===== src/rtl/orv64_inst_fetch_buf_if.sv =====
// Fetch-side bundle between the fetch buffer, instruction memory, back end and decode.
// Latency: wires only; request/response timing is owned by the fetch buffer.
// Backpressure: decode throttles with id_ready; memory stalls by returning inst_miss.
interface orv64_inst_fetch_buf_if #(
  parameter int PC_WIDTH = 64
);
  // memory request / response
  logic [PC_WIDTH-1:0] pc;
  logic                inst_re;
  logic [31:0]         inst;
  logic                inst_miss;
  // back-end redirect
  logic                redirect_valid;
  logic [PC_WIDTH-1:0] redirect_pc;
  // decode handshake
  logic                if_valid;
  logic [PC_WIDTH-1:0] if_pc;
  logic [31:0]         if_inst;
  logic                id_ready;

  // fetch buffer side
  modport master (
    output pc, inst_re, if_valid, if_pc, if_inst,
    input  inst, inst_miss, redirect_valid, redirect_pc, id_ready
  );

  // memory / back end / decode side
  modport slave (
    input  pc, inst_re, if_valid, if_pc, if_inst,
    output inst, inst_miss, redirect_valid, redirect_pc, id_ready
  );
endinterface


===== src/rtl/orv64_inst_fetch_buf.sv =====
// Sequential fetch PC generator with miss retry and a small PC/instruction queue to decode.
// Latency: first instruction visible three edges after reset release; 1 inst/cycle steady state.
// Backpressure: stops issuing when queue plus in-flight request would exceed FIFO_DEPTH.
module orv64_inst_fetch_buf #(
  parameter int FIFO_DEPTH = 4,
  parameter int PC_WIDTH   = 64
) (
  input  logic                clk,
  input  logic                rst_n,
  input  logic [PC_WIDTH-1:0] rst_pc,
  orv64_inst_fetch_buf_if.master bus
);
  localparam int PTR_W = (FIFO_DEPTH > 1) ? $clog2(FIFO_DEPTH) : 1;
  localparam int CNT_W = PTR_W + 1;

  typedef enum logic {BOOT, RUN} state_t;

  state_t              state;
  logic [PC_WIDTH-1:0] fetch_pc;
  logic [PC_WIDTH-1:0] req_pc;
  logic [PC_WIDTH-1:0] pc_q;
  logic                req_pending;
  logic [CNT_W-1:0]    count;
  logic [PTR_W-1:0]    rd_ptr;
  logic [PTR_W-1:0]    wr_ptr;
  logic [PC_WIDTH-1:0] mem_pc   [FIFO_DEPTH];
  logic [31:0]         mem_inst [FIFO_DEPTH];

  logic             in_run;
  logic             redir;
  logic             retry;
  logic             new_req;
  logic             push;
  logic             pop;
  logic [CNT_W-1:0] occupancy;
  logic [PC_WIDTH-1:0] pc_nxt;

  // Request/response decisions for the current cycle; redirect overrides retry and pop.
  always_comb begin
    in_run    = (state == RUN);
    redir     = in_run & bus.redirect_valid;
    retry     = in_run & ~redir & req_pending & bus.inst_miss;
    // Credit check uses the count before this cycle's pop so a freed slot is not reused early.
    occupancy = count + CNT_W'(req_pending);
    new_req   = in_run & ~redir & ~retry & (occupancy < CNT_W'(FIFO_DEPTH));
    push      = req_pending & ~bus.inst_miss & ~redir;
    pop       = bus.if_valid & bus.id_ready;
    pc_nxt    = retry ? req_pc : (new_req ? fetch_pc : pc_q);
  end

  assign bus.pc       = pc_nxt;
  assign bus.inst_re  = retry | new_req;
  assign bus.if_valid = (count != '0) & ~bus.redirect_valid;
  assign bus.if_pc    = mem_pc[rd_ptr];
  assign bus.if_inst  = mem_inst[rd_ptr];

  // Boot/run control, fetch PC, in-flight request tracking and queue pointers.
  always_ff @(posedge clk or negedge rst_n) begin
    if (!rst_n) begin
      state       <= BOOT;
      fetch_pc    <= '0;
      req_pc      <= '0;
      pc_q        <= '0;
      req_pending <= 1'b0;
      count       <= '0;
      rd_ptr      <= '0;
      wr_ptr      <= '0;
    end else begin
      pc_q <= pc_nxt;
      if (state == BOOT) begin
        fetch_pc <= {rst_pc[PC_WIDTH-1:2], 2'b00};
        state    <= RUN;
      end else if (redir) begin
        // Everything queued or in flight belongs to the old path.
        fetch_pc    <= {bus.redirect_pc[PC_WIDTH-1:2], 2'b00};
        req_pending <= 1'b0;
        count       <= '0;
        rd_ptr      <= '0;
        wr_ptr      <= '0;
      end else begin
        if (new_req) begin
          req_pc      <= fetch_pc;
          fetch_pc    <= fetch_pc + PC_WIDTH'(4);
          req_pending <= 1'b1;
        end else if (!retry) begin
          req_pending <= 1'b0;
        end
        if (push) wr_ptr <= wr_ptr + PTR_W'(1);
        if (pop)  rd_ptr <= rd_ptr + PTR_W'(1);
        count <= count + CNT_W'(push) - CNT_W'(pop);
      end
    end
  end

  // Queue storage: accepted responses are written with the PC they were fetched from.
  always_ff @(posedge clk or negedge rst_n) begin
    if (!rst_n) begin
      for (int i = 0; i < FIFO_DEPTH; i++) begin
        mem_pc[i]   <= '0;
        mem_inst[i] <= '0;
      end
    end else if (push) begin
      mem_pc[wr_ptr]   <= req_pc;
      mem_inst[wr_ptr] <= bus.inst;
    end
  end

  a_pc_aligned: assert property (@(posedge clk) disable iff (!rst_n)
    bus.inst_re |-> (bus.pc[1:0] == 2'b00));

  a_no_overflow: assert property (@(posedge clk) disable iff (!rst_n)
    push |-> (count != CNT_W'(FIFO_DEPTH)));

  a_head_stable: assert property (@(posedge clk) disable iff (!rst_n)
    (bus.if_valid && !bus.id_ready) |=>
      (!bus.if_valid || ($stable(bus.if_pc) && $stable(bus.if_inst))));
endmodule


===== src/flat_wrapper.sv =====
// flat-port wrapper written by rule: the top's interface ports become plain ports
module orv64_inst_fetch_buf_flat 
#(
  parameter int FIFO_DEPTH = 4,
  parameter int PC_WIDTH   = 64
)
  (clk, rst_n, rst_pc, bus_pc, bus_inst_re, bus_if_valid, bus_if_pc, bus_if_inst, bus_inst, bus_inst_miss, bus_redirect_valid, bus_redirect_pc, bus_id_ready);
  orv64_inst_fetch_buf_if #(.PC_WIDTH(PC_WIDTH)) bus_i ();
  input  logic clk;
  input  logic rst_n;
  input  logic [PC_WIDTH-1:0] rst_pc;
  output wire logic [$bits(bus_i.pc)-1:0] bus_pc;
  output wire logic [$bits(bus_i.inst_re)-1:0] bus_inst_re;
  output wire logic [$bits(bus_i.if_valid)-1:0] bus_if_valid;
  output wire logic [$bits(bus_i.if_pc)-1:0] bus_if_pc;
  output wire logic [$bits(bus_i.if_inst)-1:0] bus_if_inst;
  input wire logic [$bits(bus_i.inst)-1:0] bus_inst;
  input wire logic [$bits(bus_i.inst_miss)-1:0] bus_inst_miss;
  input wire logic [$bits(bus_i.redirect_valid)-1:0] bus_redirect_valid;
  input wire logic [$bits(bus_i.redirect_pc)-1:0] bus_redirect_pc;
  input wire logic [$bits(bus_i.id_ready)-1:0] bus_id_ready;
  assign bus_pc = bus_i.pc;
  assign bus_inst_re = bus_i.inst_re;
  assign bus_if_valid = bus_i.if_valid;
  assign bus_if_pc = bus_i.if_pc;
  assign bus_if_inst = bus_i.if_inst;
  assign bus_i.inst = bus_inst;
  assign bus_i.inst_miss = bus_inst_miss;
  assign bus_i.redirect_valid = bus_redirect_valid;
  assign bus_i.redirect_pc = bus_redirect_pc;
  assign bus_i.id_ready = bus_id_ready;
  orv64_inst_fetch_buf #(.FIFO_DEPTH(FIFO_DEPTH), .PC_WIDTH(PC_WIDTH)) u_core (.clk(clk), .rst_n(rst_n), .rst_pc(rst_pc), .bus(bus_i));
endmodule

===== config.mk =====
export PLATFORM = sky130hd
export DESIGN_NAME = orv64_inst_fetch_buf_flat
export DESIGN_NICKNAME = d
export VERILOG_FILES = /design/src/rtl/orv64_inst_fetch_buf_if.sv /design/src/rtl/orv64_inst_fetch_buf.sv /design/src/flat_wrapper.sv
export SDC_FILE = /design/constraint.sdc
export NUM_CORES = 1
export LEC_CHECK = 0
export ABC_CLOCK_PERIOD_IN_PS = 3300
export CAP_MARGIN = 30
export CORE_MARGIN = 8
export CORE_UTILIZATION = 55
export CTS_BUF_LIST = sky130_fd_sc_hd__clkbuf_8 sky130_fd_sc_hd__clkbuf_16
export DETAILED_ROUTE_END_ITERATION = 10
export GPL_TIMING_DRIVEN = 1
export PLACE_DENSITY = 0.79
export SYNTH_ARGS = -nofsm -noshare
export SYNTH_HDL_FRONTEND = slang
export SYNTH_SLANG_ARGS = --single-unit

===== constraint.sdc =====
create_clock -name clk -period 3.3 [get_ports clk]
set_clock_uncertainty 0.1 [all_clocks]
set_input_delay 0.825 -clock clk [delete_from_list [all_inputs] [get_ports clk]]
set_output_delay 0.825 -clock clk [all_outputs]
set_load 0.01 [all_outputs]

* Yosys cells after proc, flatten, opt, wreduce, memory -nomap -nowiden
Index checks and enable logic that the tools add are counted.
** Word-level totals
- Input port bits :: 165
- Word-level logic and storage cells :: 78
- Register bits :: 585
- Output and inout port bits :: 162
** Operators by class
- Bitwise operators :: 17
- Order comparisons :: 4
- Equality and inequality tests :: 2
- Multiplexer cells :: 25
- Add/subtract/negate cells :: 6
- Reduce and logical (&&, ||, !) cells :: 8
** Operator list (number)
- two-way mux 64 bit :: 8
- bitwise mux 256 bit :: 1
- binary-select mux 64 bit (select 2 bit) :: 1
- bitwise mux 128 bit :: 1
- demux 64 bit (select 2 bit) :: 1
- two-way mux 32 bit :: 3
- adder 64 x 3 -> 64 bit, second input constant :: 1
- binary-select mux 32 bit (select 2 bit) :: 1
- demux 32 bit (select 2 bit) :: 1
- AND 1 bit :: 10
- two-way mux 2 bit :: 4
- adder 3 x 1 -> 3 bit :: 2
- greater-or-equal comparator 3 bit, second input constant :: 2
- NOT 2 -> 3 bit :: 2
- AND reduction 2 bit :: 3
- adder 2 x 1 -> 2 bit, second input constant :: 2
- NOT 1 bit :: 4
- nonzero test 2 bit :: 2
- less-than comparator 3 x 1 -> 1 bit, second input constant :: 1
- less-than comparator 3 bit, second input constant :: 1
- two-way mux 1 bit :: 3
- two-way mux 3 bit :: 1
- != test 3 x 2 -> 1 bit, second input constant :: 1
- != test 3 bit, second input constant :: 1
- 5 further kinds :: 5

* Depth between registers and ports, before layout
- Word-level depth :: 11
- Mapped depth :: 14
- Mapped depth without buffers :: 12

* Least setup slack after synthesis
OpenSTA, ideal clock, no wires.
- Path kind :: input to output
- Start point :: in bus_redirect_valid
- End point :: out bus_pc[45]
- Arrival :: 2.318 ns
- Data required time :: 2.375 ns
- Setup slack :: 0.057 ns
- Buffers on the path :: 3
- Cell stages on the path :: 7
- Path through :: clkbuf_1 > nor2_1 > and3_1 > clkbuf_1 > nor2_1 > clkbuf_1 > a221o_1
** Between the ends
- Word-level cells in the longest chain between the ends :: 10
** Ends and longest elaborated chain
- from (decl) :: line flat_wrapper.sv:19 : input wire logic [$bits(bus_i.redirect_valid)-1:0] bus_redirect_valid;
- AND 1 bit (*) :: line orv64_inst_fetch_buf.sv:41 : redir = in_run & bus.redirect_valid;
- NOT 1 bit (*) :: line orv64_inst_fetch_buf.sv:42, orv64_inst_fetch_buf.sv:45
- AND 1 bit (*) :: line orv64_inst_fetch_buf.sv:42, orv64_inst_fetch_buf.sv:45
- AND 1 bit (2 in series) :: line orv64_inst_fetch_buf.sv:42 : retry = in_run & ~redir & req_pending & bus.inst_miss;
- NOT 1 bit :: line orv64_inst_fetch_buf.sv:45 : new_req = in_run & ~redir & ~retry & (occupancy < CNT_W'(FIFO_DEPTH));
- AND 1 bit (2 in series) :: line orv64_inst_fetch_buf.sv:45
- two-way mux 64 bit :: line orv64_inst_fetch_buf.sv:48 : pc_nxt = retry ? req_pc : (new_req ? fetch_pc : pc_q);
- two-way mux 64 bit (*) :: line orv64_inst_fetch_buf.sv:48
- to (decl) :: line flat_wrapper.sv:12 : output wire logic [$bits(bus_i.pc)-1:0] bus_pc;
Every way passes the cells marked *; elsewhere a longest branch is shown, timed or not.

* Worst setup path in the final report
- Start point :: reg u_core.count[1]
- End point :: out bus_pc[43]
** Between the ends
- Word-level cells in the longest chain between the ends :: 5
** Ends and longest elaborated chain
- from (decl) :: line orv64_inst_fetch_buf.sv:23 : logic [CNT_W-1:0] count;
- from (signal assigned) :: line orv64_inst_fetch_buf.sv:90 : count <= count + CNT_W'(push) - CNT_W'(pop);
- adder 3 x 1 -> 3 bit :: line orv64_inst_fetch_buf.sv:44 : occupancy = count + CNT_W'(req_pending);
- less-than comparator 3 bit :: line orv64_inst_fetch_buf.sv:45
- AND 1 bit :: line orv64_inst_fetch_buf.sv:45
- two-way mux 64 bit (2 in series) :: line orv64_inst_fetch_buf.sv:48
No other way between the ends.

==> metrics.md <==
| Metric | Value |
|---|---|
| Status | finished, violations left |
| Violated checks | setup timing |
| Critical Path RT | 2.37 ns |
| Most Frequent Cell on Critical Path | buf_6 |
| DP HPWL | 49900 um |
| Ys flop type | dfrtp_1 |
| Die Y | 232 um |
| Number of remaining DRC errors | 0 |
| Routed wire per std cell | 26.7 um |
| #FFs+latches synth | 573 |
| Crit. End Element | output pin |
| H-tree depth | 2 |
| FMAX | 283 MHz |
| Final core occ | 0.751 |
| Gr usage total | 0.283 |
| Worst skew pair latency | 0.63 ns |
| Root Driver | clkbuf_16 |
| PnR worst setup slack | -0.239 ns |
| Ys async rst share | 1.00 |
| Max Root-Sink Buffers | 3 |
| Count leader, synth | dfrtp_1 |
| Post-layout nets | 2572 |
| Vias | 19100 |
| Syn Inst Count | 1891 |
| Maximum vdd drop | 0.625 mV |
| Die outline area | 54000 um^2 |
| RSZ-0062 raised after global routing | true |
| 1st-pass router iterations | 6 |
| Power per Cell Area | 811 nW/um^2 |
| # rows | 79 |
| Area fraction of the dominant cell type after synthesis | 0.556 |
| Share of post-route cells with drive strength above 1 | 0.458 |
| Pin count of the biggest net entering global routing | 93 |
| Detail Route Antenna Nets | 0 |
| Initial DRC count | 1948 |
| Critical Path Slowest Stage Cell | dfrtp_1 |
| Max-slew headroom | 0.418 |
| # clock sinks | 573 |
| Vias in the first global route | 20000 |
| Leakage power | 16.0 nW |
| EDFF count, synth | 0 |
| Sequential area share after synthesis | 0.556 |
| Tcrit/Tclk final | 1.07 |
| Worst Tran Pin Value | 0.873 ns |
| Crit Path Max Fanout | 7 |
| Hold Path Class | in2async |
| YS warnings | 0 |
| Fin. Hold Viols | 0 |
| Fin. max-slew vios | 0 |
| Top cells by area, synth | dfrtp_1 (56%), mux2_2 (19%), mux4_2 (8.2%) |
| Clock transition at path regs | 0.06 ns |
| Final setup viols | 63 |
| Delay of the slowest critical-path stage | 0.41 ns |
| CP startpoint kind | register |
| CP arrival | 2.61 ns |
| Crit Path Class | reg2out |
| Cells along the critical path | and2_4, a311oi_4, nor2_4, nor2_4, buf_6, buf_12, buf_8, buf_6, buf_6, nand2_4, nand2_4, buf_6 |
| Antenna violations before repair | 7 |
| Die width | 232 um |
| Max Cap Viol | 0 |
| Mean Syn Cell Area | 13.6 um^2 |
| First-pass GRT wire length | 119000 um |
| Commonest cells post-synth | dfrtp_1 (573), mux2_2 (439), nand2_1 (157) |
| Vias/cell | 6.27 |
| Synth unique cells | 68 |
| Io pins | 327 |
| Yosys top cell by area | dfrtp_1 |
| CTS tree | yes |
| PortBufs | 320 |
| Post-placement cell count | 2799 |
| Layout fillers | 2796 |
| Total Wirelength | 81400 um |
| Grt ovf | 0 |
| Area Growth Syn to Fin | 35.4% |
| Starting Density | 0.555 |
| Core Area | 46500 um^2 |
| Final worst path period need | 3.54 ns |
| Worst hold slack | 0.0761 ns |
| Cell Area, Synth | 25800 um^2 |
| Non-filler cells in the finished layout | 3052 |
| Placer Congestion | 0.867 |
| Cts bufs inserted | 58 |
per-stage QoR:
stage / instance area [um^2] / setup WS (ns) / setup TNS [ns] / total power, mW
finish: 34900 / -0.239 / -8.85 / 28.3
floorplan: 25800 / 0.0569 / 0 / 15.5
global placement: 30600 / -0.733 / -44.48 / 19.3
global route: 34900 / -0.309 / -12.51 / 29.5
CTS: 34000 / -0.462 / -13.31 / 27.2
detailed placement: 30600 / -0.818 / -50.55 / 19.8
where the power goes:
part	internal (mW)	switching (mW)	total, mW	leakage, nW
combinational	5.77	4.06	9.83	7.57
clock	4.11	2.82	6.92	1.03
sequential	9.57	1.99	11.6	7.39
total	19.5	8.87	28.3	16.0
logic make-up after synthesis:
group,share of synthesized area
other,0.000291
AND/OR/NAND/NOR,0.0576
AO/OA/AOI/OAI,0.0740
multiplexers,0.275
XOR/XNOR,0.00714
adder cells (fa/ha/maj),0.00417
buffers and inverters,0.0257
flip-flops,0.556
routing by layer:
metal,GRT usage,share of wire,up-vias
li1,-,-,8063
met1,0.370,0.40,9970
met2,0.469,0.49,892
met3,0.0577,0.073,201
met4,0.0987,0.038,10
met5,0,0.00075,-
layout make-up:
cell class                 instances  area [um^2]  area share
timing repair buffer             582         6190       0.177
clock inverter                    30          319     0.00914
inverter                          18         67.6     0.00194
tap                              607          759      0.0218
sequential                       573        14300       0.411
multi-input combinational       1166        11500       0.330
antenna                            2         5.00    0.000143
clock buffer                      74         1680      0.0482
what timing repair did:
action	CTS	global route
hold buffers	0	0
resized for setup	517	199
buffers inserted	114	38
pin swaps	42	57
cloned	8	6
endpoints found under the setup margin	160	109
state kept, by name, summed over array words and instances, names as in the netlist:
name and count:
u_core.pc_q 64, u_core.req_pending 1, u_core.mem_inst 128, u_core.fetch_pc 62, u_core.wr_ptr 2, u_core.rd_ptr 2
u_core.in_run 1, u_core.count 3, u_core.req_pc 62, u_core.mem_pc 248
cell usage in the layout, fill, tap and decap left out, types with 12 or more instances in the layout:
cell	n
o21ai_0	61
buf_6	107
xnor2_1	15
nand3_1	28
nor3_1	30
nand2_2	39
a22oi_1	57
a21oi_1	60
mux2_2	439
inv_1	29
a221o_1	12
nand2_1	66
dfrtp_1	570
a22oi_2	41
nand4_1	18
clkbuf_8	15
buf_4	141
nor2_1	28
nand2_4	53
clkdlybuf4s50_1	158
clkbuf_16	65
buf_12	49
dlygate4sd2_1	81
mux4_2	94
final timing paths:
path | start | end | slack [ns] | cells after the start
setup / recovery | u_core.count[1] | bus_pc[43] | -0.24 | 12
max in group asynchronous | rst_n | u_core.mem_inst[66] | 2.07 | 2
hold / removal | rst_n | u_core.mem_pc[25] | 0.08 | 1
min in group clk | u_core.pc_q[41] | u_core.pc_q[41] | 0.39 | 2
hold reg to reg | u_core.pc_q[41] | u_core.pc_q[41] | 0.39 | 2
setup reg to reg | u_core.count[1] | u_core.pc_q[32] | -0.15 | 23
critical path: cells and delay by family (launching register included):
| kind | cells | cell delay (ns) |
|---|---|---|
| AOI/OAI and AO/OA | 1 | 0.33 |
| buffers and inverters | 6 | 0.68 |
| DFF | 1 | 0.41 |
| and+or+nand+nor | 5 | 0.57 |
Power figures use the tool's default switching activity.
